$ cat src/rtl/pc_fetch_unit.sv
// pc_fetch_unit: MIPS instruction-fetch stage with PC, IF/ID register and RUN/HALT control
//   clk, reset             : rising-edge clock, asynchronous active-high reset
//   stall                  : hold PC and IF/ID
//   branch_taken/_target   : EX-stage redirect, highest priority, also exits HALT
//   jump/jump_index        : ID-stage j/jal redirect
//   instruction            : combinational instruction-memory read data
//   ReadAddress            : word address to instruction memory (the PC)
//   ifid_instruction/_pc_plus1/_valid : IF/ID pipeline register
//   halted, fetch_count    : HALT state flag, count of valid latched instructions
module pc_fetch_unit #(
  parameter int          ADDR_BITS  = 8,
  parameter logic [31:0] RESET_ADDR = 32'd0,
  parameter logic [31:0] HALT_INSTR = 32'hFFFFFFFF
) (
  input  logic        clk,
  input  logic        reset,
  input  logic        stall,
  input  logic        branch_taken,
  input  logic [31:0] branch_target,
  input  logic        jump,
  input  logic [25:0] jump_index,
  input  logic [31:0] instruction,
  output logic [31:0] ReadAddress,
  output logic [31:0] ifid_instruction,
  output logic [31:0] ifid_pc_plus1,
  output logic        ifid_valid,
  output logic        halted,
  output logic [31:0] fetch_count
);
  typedef enum logic {RUN, HALT} state_t;
  state_t state_q, state_d;
  logic [ADDR_BITS-1:0] pc_q, pc_d, pc_plus1;
  logic [31:0] pc_plus1_w, jump_target;
  logic [31:0] instr_q, instr_d, pcp1_q, pcp1_d, count_q, count_d;
  logic valid_q, valid_d;
  assign pc_plus1    = pc_q + 1'b1;
  assign pc_plus1_w  = 32'(pc_plus1);
  assign jump_target = {pc_plus1_w[31:26], jump_index};
  assign ReadAddress = 32'(pc_q);
  assign ifid_instruction = instr_q;
  assign ifid_pc_plus1    = pcp1_q;
  assign ifid_valid       = valid_q;
  assign halted           = state_q == HALT;
  assign fetch_count      = count_q;
  always_comb begin
    state_d = state_q;
    pc_d    = pc_q;
    instr_d = instr_q;
    pcp1_d  = pcp1_q;
    valid_d = valid_q;
    count_d = count_q;
    if (branch_taken) begin
      state_d = RUN;
      pc_d    = branch_target[ADDR_BITS-1:0];
      instr_d = '0;
      valid_d = 1'b0;
    end else if (state_q == HALT) begin
      // halt word leaves IF/ID after one cycle; PC frozen
      instr_d = '0;
      valid_d = 1'b0;
    end else if (jump) begin
      pc_d    = jump_target[ADDR_BITS-1:0];
      instr_d = '0;
      valid_d = 1'b0;
    end else if (!stall) begin
      pc_d    = pc_plus1;
      instr_d = instruction;
      pcp1_d  = pc_plus1_w;
      valid_d = 1'b1;
      count_d = count_q + 1'b1;
      state_d = instruction == HALT_INSTR ? HALT : RUN;
    end
  end
  always_ff @(posedge clk or posedge reset) begin
    if (reset) begin
      state_q <= RUN;
      pc_q    <= RESET_ADDR[ADDR_BITS-1:0];
      instr_q <= '0;
      pcp1_q  <= '0;
      valid_q <= 1'b0;
      count_q <= '0;
    end else begin
      state_q <= state_d;
      pc_q    <= pc_d;
      instr_q <= instr_d;
      pcp1_q  <= pcp1_d;
      valid_q <= valid_d;
      count_q <= count_d;
    end
  end
endmodule
$ cat config.mk
export PLATFORM = sky130hd
export DESIGN_NAME = pc_fetch_unit
export DESIGN_NICKNAME = d
export VERILOG_FILES = /design/src/rtl/pc_fetch_unit.sv
export SDC_FILE = /design/constraint.sdc
export NUM_CORES = 1
export LEC_CHECK = 0
export ABC_CLOCK_PERIOD_IN_PS = 3300
export CAP_MARGIN = 40
export CORE_MARGIN = 8
export CORE_UTILIZATION = 39
export DETAILED_ROUTE_END_ITERATION = 8
export PLACE_DENSITY = 0.82
export SYNTH_ARGS = -nofsm -noshare
export SYNTH_HDL_FRONTEND = slang
export SYNTH_SLANG_ARGS = --single-unit
$ cat constraint.sdc
create_clock -name clk -period 3.3 [get_ports clk]
set_clock_uncertainty 0.1 [all_clocks]
set_input_delay 0.66 -clock clk [delete_from_list [all_inputs] [get_ports clk]]
set_output_delay 0.66 -clock clk [all_outputs]
set_load 0.02 [all_outputs]
Word-level counts from Yosys, hierarchy flattened
Cells that the tools add are included.
- bits in registers: 82
- bits in latches: 0
- RAM bits: 0
- bits in read-only memories: 0
- input port bits: 95
- output and inout bits: 130
- logic and storage cells: 35
- memories: 0
- add/subtract/negate cells: 2
- $mul: 0
- div/mod/pow operators: 0
- order comparisons: 0
- equality and inequality tests: 4
- shift-type cells: 0
- muxes and demuxes: 17
- bitwise gates (word level): 4
- reduce and logical (&&, ||, !) cells: 2
- operator list (operator ; count):
    $mux W32 ; 4
    $add A32 B1 Y32 const B ; 1
    $eq A32 B32 Y1 const B ; 1
    $mux W8 ; 4
    $mux W1 ; 9
    $add A8 B1 Y8 const B ; 1
    $ne A4 B1 Y1 const B ; 1
    $not A1 Y1 ; 4
    $reduce_and A4 Y1 ; 1
    $ne A3 B1 Y1 const B ; 1
    $ne A2 B2 Y1 const B ; 1
    $reduce_and A2 Y1 ; 1

Logic depth before layout (Yosys ltp)
Gate-level depths: netlist of run 1.
- word-level depth: 6
- mapped depth: 6
- mapped depth without buffers: 5

Least setup slack after synthesis of run 1
No wires, ideal clock.
- kind: input to register
- from: in jump
- to: reg count_q[14] (netlist: fetch_count[14])
- setup time: 0.080 ns
- arrival time: 2.107 ns
- required time: 3.120 ns
- setup slack: 1.013 ns
- stages: 6
- buffers on the path: 2
- cell sequence: buf_2 > or4_4 > or2_1 > buf_6 > nor4_4 > xor2_1
- cells in the longest elaborated chain, start to end: 2
- ends and longest elaborated chain (what ; RTL line ; RTL):
    from (decl) ; 20 ; input logic jump,
    $not A1 Y1 (no line) ; - ;
    $reduce_and A4 Y1 (no line) ; - ;
    to (signal assigned) ; 88 ; count_q <= count_d;
    to (decl) ; 34 ; logic [31:0] instr_q, instr_d, pcp1_q, pcp1_d, count_q, count_d;
Every way passes these cells.
A chain may end at the register's enable or synchronous reset.

Final worst setup path of run 1
- from: in branch_taken
- to: reg count_q[14] (netlist: fetch_count[14])
- cells in the longest elaborated chain, start to end: 2
- ends and longest elaborated chain (what ; RTL line ; RTL):
    from (decl) ; 18 ; input logic branch_taken,
    $not A1 Y1 (no line) ; - ;
    $reduce_and A4 Y1 (no line) ; - ;
Every way passes these cells.

==> results.rst, run 1 <==
.. list-table::
   :header-rows: 1

   * - Metric
     - Value
   * - Sequential Area
     - 0.00205 mm^2
   * - Number of port buffers
     - 134
   * - Area share of the largest cell type after synthesis
     - 0.518
   * - Slew of the pin with the lowest slew margin
     - 750 ps
   * - Top achievable clock speed
     - 0.411 GHz
   * - Post-Synth XOR/XNOR Area
     - 0.0796
   * - Count of filler cells inserted in the layout
     - 874
   * - Average cell area after synthesis
     - 10.8 um^2
   * - Number of buffers added to fix hold violations after cts
     - 0
   * - Share of layout cells above drive strength 1
     - 0.0553
   * - Standard-cell row count
     - 37
   * - Sort of element at the start of the critical path
     - input pin
   * - Number of pins exceeding their max-slew limit in the final report
     - 0
   * - Number of antenna violations at the first check in global routing
     - 0
   * - Synth Instances
     - 367
   * - Leading cell type in the layout, fill and taps excluded
     - clkdlybuf4s50_1
   * - I/O Pins
     - 225
   * - Setup bufs post-CTS
     - 0
   * - Critical path arrival
     - 2600 ps
   * - Mux contribution to synthesized area
     - 0.00253
   * - Hold/Removal Path Class
     - register to register
   * - Count of state elements after synthesis
     - 82
   * - TritonCTS clock tree
     - yes
   * - Area growth from synthesis to layout
     - 38.4%
   * - Global placer's final weighted congestion
     - 0.769
   * - Diode count
     - 0
   * - Remaining number of nets flagged by the antenna check after routing
     - 0
   * - Run status
     - completed
   * - Maximum fanout count along the critical path
     - 22
   * - Via total after detailed routing
     - 3,123
   * - Number of levels the H-tree was split into
     - 3
   * - Most frequent cells in the layout
     - clkdlybuf4s50_1 (134), dfrtp_1 (82), conb_1 (48), a22o_1 (32), xnor2_1 (27)
   * - Main combinational cell family by area after synthesis
     - simple AND/OR/NAND/NOR gates
   * - Flip-flop cell with the highest count after synthesis
     - dfrtp_1
   * - Floorplan die area
     - 0.0136 mm^2
   * - Final-layout worst hold slack
     - 375 ps
   * - Cell at the slowest stage of the critical path
     - or4_4
   * - Cts bufs inserted
     - 9
   * - Setup Slack @ Placement
     - 493 ps
   * - Adder-cell area share of the yosys netlist
     - 0.00632
   * - Sum of negative setup slack
     - 0 ps
   * - Power per standard cell area
     - 443 mW/mm^2
   * - Normalized max-slew margin
     - 0.500
   * - Leakage
     - 2.38 nW
   * - Final critical path time including I/O delays and setup
     - 2430 ps
   * - Sinks on Clock Net
     - 82
   * - Library cells used by synthesis
     - 36
   * - TritonRoute pass-1 iters
     - 4
   * - Clock Root Buffer
     - clkbuf_8
   * - Core Region
     - 0.0101 mm^2
   * - Net count reported at finish
     - 598
   * - Insertion delay to the later sink of the worst-skew pair
     - 340 ps
   * - Post-route clock period utilization
     - 0.737
   * - Detailed-route DRC error count
     - 0
   * - Crit path kind
     - input pin to register
   * - Maximum number of pins on one net before global-route repair
     - 43
   * - Global router's overall resource usage
     - 0.153
   * - Fraction of the mapped netlist area in simple logic gates
     - 0.156
   * - Mean routed wirelength per cell
     - 16.2 um
   * - Final global-route overflow total
     - 0
   * - Share of the synthesized area in compound gates (AO/OA/AOI/OAI)
     - 0.117
   * - Number of instances resized during post-cts repair
     - 0
   * - Final setup violation count
     - 0
   * - Final hold violation count
     - 0
   * - Die width
     - 117 um
   * - Critical Path RT
     - 3470 ps
   * - Netlist area before placement
     - 0.00396 mm^2
   * - Post-route non-filler standard cell count
     - 642
   * - Largest vdd supply drop
     - 0.000181 V
   * - Number of global-route vias before repair
     - 3,165
   * - Area taken by multi-input logic gates
     - 0.00162 mm^2
   * - Cells taking the most area after synthesis
     - dfrtp_1 (52%), buf_4 (9.1%), a22o_1 (7.1%)
   * - Starting Density
     - 0.393
   * - Chip height
     - 117 um
   * - Largest stage delay on the critical path
     - 690 ps
   * - Crit path cell chain
     - clkdlybuf4s50_1 -> or4_4 -> or2_1 -> nor4_4 -> xor2_1
   * - Part of the Yosys area used for sequential elements
     - 0.518
   * - Warnings, synthesis
     - 0
   * - Worst-path clk slew
     - 80 ps
   * - Wirelength, routed
     - 10,400 um
   * - DP Cell Count
     - 626
   * - Routed vias/inst
     - 4.86
   * - Post-Route Utilization
     - 0.543
   * - EDFF count, synth
     - 0
   * - Critical path endpoint category
     - register
   * - DRC marker count from the first detailed-route iteration
     - 151
   * - Maximum root-to-sink buffer count
     - 2
   * - DP HPWL
     - 7850 um
   * - Fraction of synthesis flops using an asynchronous set or reset pin
     - 1.00
   * - First-pass GRT wire length
     - 16,400 um
   * - Library cell with the largest summed area after synthesis
     - dfrtp_1
   * - Max-cap violations
     - 0
   * - Slack of the critical path
     - 868 ps
   * - Unrepaired setup endpoints after global routing
     - no
## report_power, final
part           internal [mW]  switching [mW]  leakage [nW]
registers               1.08          0.0757          1.09
logic                  0.249           0.291          1.19
clock network          0.392           0.346         0.101
total                   1.72           0.713          2.38
## state kept, by name (all words and copies together), names as in the netlist
| signal | count |
|---|---|
| fetch_count | 32 |
| halted | 1 |
| ifid_instruction | 32 |
| ifid_pc_plus1 | 8 |
| ifid_valid | 1 |
| pc_q | 8 |
## worst paths after layout
kind	from	to	slack (ps)	cells after the start
worst max-delay path	branch_taken	fetch_count[14]	870	5
worst min-delay path	fetch_count[31]	fetch_count[31]	380	1
worst max register to register	halted	fetch_count[14]	1130	4
worst min register to register	fetch_count[31]	fetch_count[31]	380	1
max in group asynchronous	reset	fetch_count[18]	1780	3
min in group asynchronous	reset	ifid_instruction[29]	650	2
## cell type report
| cell class | instances | area share |
|---|---|---|
| Sequential cell | 82 | 0.374 |
| Multi-Input combinational cell | 258 | 0.296 |
| Timing Repair Buffer | 141 | 0.256 |
| Tap cell | 136 | 0.0310 |
| Clock buffer | 14 | 0.0297 |
| Clock inverter | 2 | 0.00639 |
| Inverter | 9 | 0.00639 |
## stage by stage
| stage | power (mW) | instance area, um^2 |
|---|---|---|
| after floorplan | 1.48 | 4140 |
| after global placement | 1.70 | 5290 |
| after detailed placement | 1.71 | 5290 |
| after CTS | 2.46 | 5480 |
| after global routing | 2.55 | 5480 |
| final | 2.43 | 5480 |
## synth_stat cells, types with 3 or more instances
cell / n
o21ai_0: 14
nor4_1: 3
nand3_1: 14
buf_1: 3
o21a_1: 3
xnor2_1: 27
nand4_1: 25
dfrtp_1: 82
a22o_1: 32
a22oi_1: 4
inv_1: 9
and4_1: 3
xor2_1: 9
nand2_1: 26
and3_1: 6
clkbuf_1: 10
nor3_1: 9
buf_4: 48
a21oi_1: 4
nor2_1: 11
a221oi_1: 3
## worst max-delay path, delay by kind of cell
kind / cells / cell delay [ps]
and+or+nand+nor: 3 / 1350
buffers and inverters: 1 / 420
xor gates and xnor gates: 1 / 160
## routing by layer
| layer | wire length, um | up-vias | track usage |
|---|---|---|---|
| li1 | - | 1478 | - |
| met1 | 4220 | 1526 | 0.183 |
| met2 | 5120 | 108 | 0.249 |
| met3 | 945 | 11 | 0.0513 |
| met4 | 138 | 0 | 0.0640 |
| met5 | 0 | - | 0 |
## kinds of logic (layout without fill, tap and decap cells)
| logic type | after synthesis | count (layout) |
|---|---|---|
| simple gates | 109 | 109 |
| flops | 82 | 82 |
| buf+inv | 74 | 166 |
| compound gates | 62 | 62 |
| xor+xnor | 36 | 36 |
| fa+ha+maj | 2 | 2 |
| other cells | 1 | 48 |
| mux | 1 | 1 |
(Power assumes the default switching activity.)
==> run 2: changes to the inputs <==
==> config.mk (replaced) <==
export PLATFORM = sky130hd
export DESIGN_NAME = pc_fetch_unit
export DESIGN_NICKNAME = d
export VERILOG_FILES = /design/src/rtl/pc_fetch_unit.sv
export SDC_FILE = /design/constraint.sdc
export NUM_CORES = 1
export LEC_CHECK = 0
export ABC_CLOCK_PERIOD_IN_PS = 2100
export CAP_MARGIN = 40
export CORE_MARGIN = 8
export CORE_UTILIZATION = 35
export DETAILED_ROUTE_END_ITERATION = 8
export PLACE_DENSITY = 0.77
export SYNTH_ARGS = -nofsm -noshare
export SYNTH_HDL_FRONTEND = slang
export SYNTH_SLANG_ARGS = --single-unit
==> constraint.sdc (replaced) <==
create_clock -name clk -period 2.1 [get_ports clk]
set_clock_uncertainty 0.1 [all_clocks]
set_input_delay 0.42 -clock clk [delete_from_list [all_inputs] [get_ports clk]]
set_output_delay 0.42 -clock clk [all_outputs]
set_load 0.02 [all_outputs]
==> results.rst, run 2 (synthesis gave the netlist of run 1 again) <==
.. list-table::
   :header-rows: 1

   * - Metric
     - Value
   * - Sinks on Clock Net
     - 82
   * - TritonRoute pass-1 iters
     - 4
   * - Largest stage delay on the critical path
     - 670 ps
   * - Diode count
     - 0
   * - Number of port buffers
     - 134
   * - Maximum number of pins on one net before global-route repair
     - 47
   * - Largest vdd supply drop
     - 0.000348 V
   * - Slack of the critical path
     - 72.2 ps
   * - Number of pins exceeding their max-slew limit in the final report
     - 0
   * - Global router's overall resource usage
     - 0.146
   * - Sort of element at the start of the critical path
     - register
   * - Non-Filler Cell Area, Final
     - 0.00568 mm^2
   * - Number of antenna violations at the first check in global routing
     - 0
   * - Crit path kind
     - register to output pin
   * - Pwr Total
     - 4.11 mW
   * - Number of levels the H-tree was split into
     - 3
   * - Final-layout worst hold slack
     - 368 ps
   * - Maximum root-to-sink buffer count
     - 2
   * - Hold/Removal Path Class
     - register to register
   * - Core Region
     - 0.0112 mm^2
   * - Mean routed wirelength per cell
     - 17.0 um
   * - Area growth from synthesis to layout
     - 43.3%
   * - DP Cell Count
     - 642
   * - Slew of the pin with the lowest slew margin
     - 506 ps
   * - Critical Path RT
     - 1580 ps
   * - Normalized max-slew margin
     - 0.662
   * - Number of global-route vias before repair
     - 3,361
   * - Wirelength, routed
     - 11,200 um
   * - Part of the power in combinational logic
     - 0.210
   * - Insertion delay to the later sink of the worst-skew pair
     - 330 ps
   * - Standard-cell row count
     - 39
   * - Post-route non-filler standard cell count
     - 658
   * - Floorplan die area
     - 0.0150 mm^2
   * - Number of buffers added to fix hold violations after cts
     - 0
   * - Clock Root Buffer
     - clkbuf_16
   * - Crit path cell chain
     - clkdlybuf4s50_1
   * - First-pass GRT wire length
     - 17,500 um
   * - Routed vias/inst
     - 4.91
   * - DRC marker count from the first detailed-route iteration
     - 248
   * - Post-Route Utilization
     - 0.506
   * - Power per standard cell area
     - 725 mW/mm^2
   * - Max-cap violations
     - 0
   * - Top achievable clock speed
     - 0.493 GHz
   * - TritonCTS clock tree
     - yes
   * - Chip height
     - 122 um
   * - Starting Density
     - 0.353
   * - DP HPWL
     - 8370 um
   * - Worst path bufs/invs
     - 1
   * - Sum of negative setup slack
     - 0 ps
   * - Most frequent cells in the layout
     - clkdlybuf4s50_1 (134), dfrtp_1 (82), conb_1 (48), a22o_1 (32), xnor2_1 (27)
   * - Internal power contribution
     - 2.92 mW
   * - Run status
     - completed
   * - Remaining number of nets flagged by the antenna check after routing
     - 0
   * - Leakage
     - 2.46 nW
   * - Post-route clock period utilization
     - 0.966
   * - Share of layout cells above drive strength 1
     - 0.0874
   * - Via total after detailed routing
     - 3,228
   * - Clock share of power
     - 0.348
   * - Setup bufs post-CTS
     - 0
   * - Net switching power
     - 1.20 mW
   * - Critical path arrival
     - 1510 ps
   * - Sequential fraction of design power
     - 0.442
   * - Critical path endpoint category
     - output pin
   * - Final setup violation count
     - 0
   * - Net count reported at finish
     - 607
   * - Die width
     - 122 um
   * - Cell at the slowest stage of the critical path
     - clkdlybuf4s50_1
   * - Leading cell type in the layout, fill and taps excluded
     - clkdlybuf4s50_1
   * - Worst-path clk slew
     - 60 ps
   * - Global placer's final weighted congestion
     - 0.813
   * - Final global-route overflow total
     - 0
   * - Maximum fanout count along the critical path
     - 9
   * - Final hold violation count
     - 0
   * - Setup Slack @ Placement
     - -360 ps
   * - Cts bufs inserted
     - 9
   * - Detailed-route DRC error count
     - 0
   * - I/O Pins
     - 225
   * - Share of total power consumed by net switching
     - 0.291
   * - Final critical path time including I/O delays and setup
     - 2030 ps
   * - Placed Area
     - 0.00538 mm^2
   * - Family of cells with the greatest summed delay on the critical path
     - buffers and inverters
## run 2: changes by cell type in the layout (fill, tap and decap cells not counted), moves of 2 or more
cell,previous run,this run
clkinvlp_4,0,2
clkbuf_16,0,9
clkbuf_8,11,1
clkbuf_1,3,0
clkinv_2,2,5
buf_6,0,2
nor3_2,1,4
buf_4,6,12
nor3_1,8,5
## run 2: final timing paths
path / start / endpoint / slack, ps / cells past startpoint
worst min register to register: fetch_count[31] / fetch_count[31] / 370 / 1
max in group asynchronous: reset / fetch_count[13] / 1070 / 3
worst max-delay path: pc_q[0] / ReadAddress[0] / 70 / 1
worst max register to register: halted / fetch_count[14] / 260 / 4
min in group asynchronous: reset / ifid_instruction[20] / 400 / 3
worst min-delay path: fetch_count[31] / fetch_count[31] / 370 / 1
## run 2: layout make-up
| type | count | area, um^2 |
|---|---|---|
| flip-flops and latches | 82 | 2050 |
| fillers | 1040 | 5550 |
| inverters | 9 | 37.5 |
| well taps | 143 | 179 |
| repair buffers | 150 | 1490 |
| multi-input cells | 258 | 1640 |
| clock inverters | 6 | 32.5 |
| clock buffers | 10 | 239 |
## run 2: power groups by stage
stage,combinational [mW],clock [mW],sequential [mW]
CTS,0.874,1.47,1.82
finish,0.863,1.43,1.82
global route,0.932,1.54,1.84
global placement,0.855,0,1.84
detailed placement,0.869,0,1.84
floorplan,0.364,0,1.96
## run 2: metal layers
metal  global-route usage  share of wire
met1                0.176           0.40
met3               0.0469          0.085
met4               0.0503         0.0095
met2                0.241           0.51
met5                    0              0
## run 2: repair_timing
item | in CTS | in global routing
resized for setup | 2 | 5
pin swaps | 1 | 3
endpoints found under the hold margin | 0 | 0
setup endpoints to repair | 5 | 12
